## config.mk

```make
export PLATFORM = sky130hd
export DESIGN_NAME = pipe_csel_addsub
export DESIGN_NICKNAME = d
export VERILOG_FILES = /design/src/rtl/pipe_csel_addsub.sv
export SDC_FILE = /design/constraint.sdc
export NUM_CORES = 1
export LEC_CHECK = 0
export BUFFER_PORTS_ARGS = -buffer_cell sky130_fd_sc_hd__buf_2
export CAP_MARGIN = 10
export CELL_PAD_IN_SITES_DETAIL_PLACEMENT = 2
export CELL_PAD_IN_SITES_GLOBAL_PLACEMENT = 2
export CORE_MARGIN = 10
export CORE_UTILIZATION = 37
export CTS_CLUSTER_SIZE = 24
export DETAILED_ROUTE_END_ITERATION = 10
export PLACE_DENSITY_LB_ADDON = 0.1
export SYNTH_ARGS = -nofsm -noshare
export SYNTH_HDL_FRONTEND = slang
export SYNTH_SLANG_ARGS = --single-unit
```

## constraint.sdc

```tcl
create_clock -name clk -period 4.2 [get_ports clk]
set_input_delay 0.21 -clock clk [delete_from_list [all_inputs] [get_ports clk]]
set_output_delay 0.21 -clock clk [all_outputs]
set_load 0.1 [all_outputs]
```

## src/rtl/pipe_csel_addsub.sv

```systemverilog
// Pipelined carry-select adder/subtractor; each stage resolves WIDTH/BLK/STAGES blocks.
// Latency: STAGES cycles from acceptance to out_valid; one beat per cycle.
// Backpressure: whole pipe advances only when the output slot is empty or being drained;
//               in_ready = !out_valid || out_ready, and every stage holds otherwise.
//
// Ports:
//   clk, rst             single clock, synchronous active-high reset
//   in_valid/in_ready    operand handshake; op (0 = a+b, 1 = a-b), a, b
//   out_valid/out_ready  result handshake; s (mod 2^WIDTH), co (1 = no borrow on
//                        subtract), ovf (signed overflow), zero (s == 0)
//
// Parameter legality: WIDTH % BLK == 0, (WIDTH/BLK) % STAGES == 0, STAGES >= 1.
module pipe_csel_addsub #(
    parameter int WIDTH  = 20,
    parameter int BLK    = 4,
    parameter int STAGES = 5
) (
    input  logic             clk,
    input  logic             rst,
    input  logic             in_valid,
    output logic             in_ready,
    input  logic             op,
    input  logic [WIDTH-1:0] a,
    input  logic [WIDTH-1:0] b,
    output logic             out_valid,
    input  logic             out_ready,
    output logic [WIDTH-1:0] s,
    output logic             co,
    output logic             ovf,
    output logic             zero
);

    localparam int NBLK = WIDTH / BLK;
    localparam int NPS  = NBLK / STAGES;

    // Per-stage state: raw operands and op travel with the beat so later stages
    // can form the effective b for their own blocks; s_q holds the resolved low
    // part of the sum and c_q the carry into the next unresolved block.
    logic [WIDTH-1:0] a_q  [STAGES];
    logic [WIDTH-1:0] b_q  [STAGES];
    logic [WIDTH-1:0] s_q  [STAGES];
    logic             c_q  [STAGES];
    logic             op_q [STAGES];
    logic             v_q  [STAGES];
    logic             ovf_q;
    logic             zero_q;

    logic [WIDTH-1:0] nx_a  [STAGES];
    logic [WIDTH-1:0] nx_b  [STAGES];
    logic [WIDTH-1:0] nx_s  [STAGES];
    logic             nx_c  [STAGES];
    logic             nx_op [STAGES];
    logic             nx_ovf;
    logic             nx_zero;

    // Working values while walking one stage's blocks.
    logic [WIDTH-1:0] ca, cb, cbe, cs;
    logic             cc, cop;
    logic [BLK:0]     s0, s1;

    logic en;

    assign en        = !out_valid || out_ready;
    assign in_ready  = en;
    assign out_valid = v_q[STAGES-1];
    assign s         = s_q[STAGES-1];
    assign co        = c_q[STAGES-1];
    assign ovf       = ovf_q;
    assign zero      = zero_q;

    always_comb begin
        ca      = '0;
        cb      = '0;
        cbe     = '0;
        cs      = '0;
        cc      = 1'b0;
        cop     = 1'b0;
        s0      = '0;
        s1      = '0;
        nx_ovf  = 1'b0;
        nx_zero = 1'b0;
        for (int k = 0; k < STAGES; k++) begin
            if (k == 0) begin
                // Subtract is a + ~b with carry-in 1: the carry-in is just op.
                ca  = a;
                cb  = b;
                cop = op;
                cs  = '0;
                cc  = op;
            end else begin
                ca  = a_q[(k > 0) ? k - 1 : 0];
                cb  = b_q[(k > 0) ? k - 1 : 0];
                cop = op_q[(k > 0) ? k - 1 : 0];
                cs  = s_q[(k > 0) ? k - 1 : 0];
                cc  = c_q[(k > 0) ? k - 1 : 0];
            end
            cbe = cb ^ {WIDTH{cop}};
            for (int j = 0; j < NPS; j++) begin
                // Both carry-in candidates are formed up front; the incoming
                // block carry only drives the final mux.
                s0 = {1'b0, ca[(k*NPS+j)*BLK +: BLK]} + {1'b0, cbe[(k*NPS+j)*BLK +: BLK]};
                s1 = {1'b0, ca[(k*NPS+j)*BLK +: BLK]} + {1'b0, cbe[(k*NPS+j)*BLK +: BLK]}
                     + (BLK+1)'(1);
                cs[(k*NPS+j)*BLK +: BLK] = cc ? s1[BLK-1:0] : s0[BLK-1:0];
                cc = cc ? s1[BLK] : s0[BLK];
            end
            nx_a[k]  = ca;
            nx_b[k]  = cb;
            nx_s[k]  = cs;
            nx_c[k]  = cc;
            nx_op[k] = cop;
            if (k == STAGES - 1) begin
                nx_ovf  = (ca[WIDTH-1] == cbe[WIDTH-1]) && (cs[WIDTH-1] != ca[WIDTH-1]);
                nx_zero = (cs == '0);
            end
        end
    end

    always_ff @(posedge clk) begin
        if (rst) begin
            for (int k = 0; k < STAGES; k++) begin
                v_q[k]  <= 1'b0;
                a_q[k]  <= '0;
                b_q[k]  <= '0;
                s_q[k]  <= '0;
                c_q[k]  <= 1'b0;
                op_q[k] <= 1'b0;
            end
            ovf_q  <= 1'b0;
            zero_q <= 1'b0;
        end else if (en) begin
            for (int k = 0; k < STAGES; k++) begin
                v_q[k]  <= (k == 0) ? (in_valid && in_ready) : v_q[(k > 0) ? k - 1 : 0];
                a_q[k]  <= nx_a[k];
                b_q[k]  <= nx_b[k];
                s_q[k]  <= nx_s[k];
                c_q[k]  <= nx_c[k];
                op_q[k] <= nx_op[k];
            end
            ovf_q  <= nx_ovf;
            zero_q <= nx_zero;
        end
    end

endmodule

```

==> impl_metrics.tcl <==
set metrics [dict create \
    r2r-start "op_q[0][3]" \
    cts_buffers 17 \
    drt-initial-drc-count 169 \
    hold_start "b[14]" \
    area_delta_synth_final_pct 17.7 \
    start_util 0.377 \
    worstPathMaxFanout 4 \
    drive_gt1_frac 0.184 \
    fmax_ghz 0.345 \
    path_class "reg2reg" \
    ys_ff_latch 156 \
    fin_skew_ps 9.57 \
    comb_power_share 0.096 \
    syn-num-nets 590 \
    arrival_ps 3070 \
    synth-compound-area-share 0.0378 \
    multi_input_area_sq_mm 0.00222 \
    clk_latency_ps 420 \
    clkTransAtPathRegs_ps 60 \
    synth_ff_type "edfxtp_1" \
    hold_class "in2reg" \
    ys_seq_area_frac 0.662 \
    antenna_left 0 \
    yosysTopAreaCellShare 0.656 \
    first_global_vias 4396 \
    switching_power_uw 890 \
    clockBufferDepth 2 \
    min_to "b_q[0][14]" \
    diodes 0 \
    p_seq_frac 0.472 \
    relSlewSlack 0.315 \
    synth-simple-area-share 0.157 \
    post-route-period-util 0.690 \
    hold_buffers 0 \
    rsz0062_at_grt "no" \
    wl_per_cell_um 15.5 \
    nNetsFinal 659 \
    yosysMostFrequentCell "edfxtp_1" \
    grt_pass1_wl_um 21600 \
    drv_cap 0 \
    wl_um 12800 \
    clock-sinks 156 \
    core-area_sq_mm 0.0187 \
    yosys_warnings 0 \
    setup_tns_ps 0 \
    die_area_sq_mm 0.0250 \
    placed_cells 799 \
    dpl.hpwl_um 8790 \
    synth_edf_count 154 \
    min_period_ps 2900 \
    cts_tree "built" \
    pwr-share-clk 0.431 \
    synth_commonest_cells "154 x edfxtp_1, 130 x and2_1, 33 x nor2_1, 27 x inv_1" \
    muxShareOfSynthArea 0 \
    hold_viol 0 \
    cts_setup_buffers 0 \
    r2r_setup_slack_ps 1300 \
    cp_data_required_time_ps 4380 \
    design_area_sq_mm 0.00829 \
    n_fill_cell 1827 \
    row_count 50 \
    antenna_found_initial 0 \
    synth_adder_area_share 0.0586 \
    h-tree-depth 4 \
    final_max_slew_viol_count 0 \
    status "complete, no violations" \
    yosys.area_share.xor_xnor 0.0593 \
    track_usage 0.110 \
    overflow 0 \
    via_count 3819 \
    start_kind "register" \
    power_density_mw_per_mm2 470 \
    setup_viol 0 \
    die_width_um 158 \
    syn_area_sq_mm 0.00705 \
    synth_area_leader_cell "edfxtp_1" \
    seq_area_sq_mm 0.00466 \
    leakage_nw 3.70 \
    cts_resized 0 \
    yosys-top-cells-area "edfxtp_1 66%, and2_1 12%, ha_1 4.4%" \
    synth_top_family_by_area "simple AND/OR/NAND/NOR gates" \
    power.total_mw 3.90 \
    cts-root-buf "clkbuf_16" \
    syn_avg_cell_area_sq_um 13.7 \
    placed_area_sq_mm 0.00765 \
    ir_drop_uv 273 \
    r2r-end "c_q[0][4]" \
    via_per_inst 4.60 \
    async_reset_ff_frac 0 \
    place_congestion 0.712 \
    portBuffers 69 \
    grt_max_degree 90 \
    die_height_um 158 \
    holdPathStages 2 \
    drc 0 \
    worstSetupEndpointType "register" \
    switching_share 0.228 \
    netlist_instances 515 \
    p_int_mw 3.01 \
    final_cells 831 \
    drt_first_pass_iters 4 \
    whs_ps 62.2 \
    tightest_slew_ps 1030 \
    synth.distinct_cells 34 \
    reg2reg_depth 11 \
    num_io_pins 70 \
]
## per-stage QoR
stage | setup slack (ps) | utilization
finish | 1300 | 0.443
global route | 1060 | 0.443
CTS | 1280 | 0.443
detailed placement | 1350 | 0.409
global placement | 1520 | 0.409
floorplan | 564 | -
## power groups by stage
stage	sequential, mW	combinational [mW]	clock [mW]
after floorplan	1.94	0.216	0
after global placement	1.87	0.365	0
after detailed placement	1.88	0.382	0
after CTS	1.84	0.386	1.72
after global routing	1.85	0.423	1.79
final	1.84	0.376	1.68
## state kept, by name (all words and copies together), names as in the netlist
name,count
op_q,4
a_q,40
b_q,40
zero,1
s_q,60
v_q,5
c_q,5
ovf,1
## critical path: stages, from the launching register on
cell      delay (ps)
edfxtp_1         470
xor2_1           240
ha_1             200
inv_1             70
fa_1             590
inv_1             70
ha_1             190
nand2_1          130
nor2_1            90
a221oi_1         270
a21oi_1           80
o221a_2          250
## layout make-up
type,instances,area share
clock inverters,13,0.0256
inverters,27,0.0122
multi-input cells,311,0.267
well taps,234,0.0353
repair buffers,71,0.0450
clock buffers,19,0.0522
flip-flops and latches,156,0.562
## logic make-up (layout without fill, tap and decap cells)
kind of cell,count (synthesis),after routing
DFF,156,156
buffers and inverters,48,130
and+or+nand+nor,195,195
xor gates and xnor gates,46,46
adders and majority gates,30,30
AOI/OAI and AO/OA,40,40
## how the worst max path moves through the flow
stage                     cells past startpoint  slack, ps  startpoint          to
after floorplan                               2        560      v_q[4]  a_q[0][10]
after global placement                       11       1520  op_q[0][3]   c_q[0][4]
after detailed placement                     11       1350  op_q[0][3]   c_q[0][4]
after CTS                                    11       1280  op_q[0][3]   c_q[0][4]
after global routing                         11       1060  op_q[0][3]   c_q[0][4]
final                                        11       1300  op_q[0][3]   c_q[0][4]
## placed cells by master (no fill, tap or decap), drive strengths merged
cell        n
ha         25
nand3       5
inv        30
xor2       26
a221oi      1
nand2      11
o41ai       1
and2      130
bufinv      5
edfxtp    154
a21oi      20
a31o        1
nor2       33
and4        1
nor2b       1
buf        71
nand4       1
clkinv      4
clkbuf     19
o22ai       1
xnor2      20
nor4        4
nor3        6
or2         1
clkinvlp    1
dfxtp       2
o221a       1
fa          5
nand3b      1
o2bb2ai     1
a21boi      1
a21o       13
nand2b      1
## metal layers
metal / global-route usage / vias up / share of wire
met5: 0 / - / 0
li1: - / 1909 / -
met1: 0.123 / 1824 / 0.43
met2: 0.191 / 71 / 0.50
met4: 0.0397 / 0 / 0.013
met3: 0.0374 / 15 / 0.055
Power figures use the tool's default switching activity.
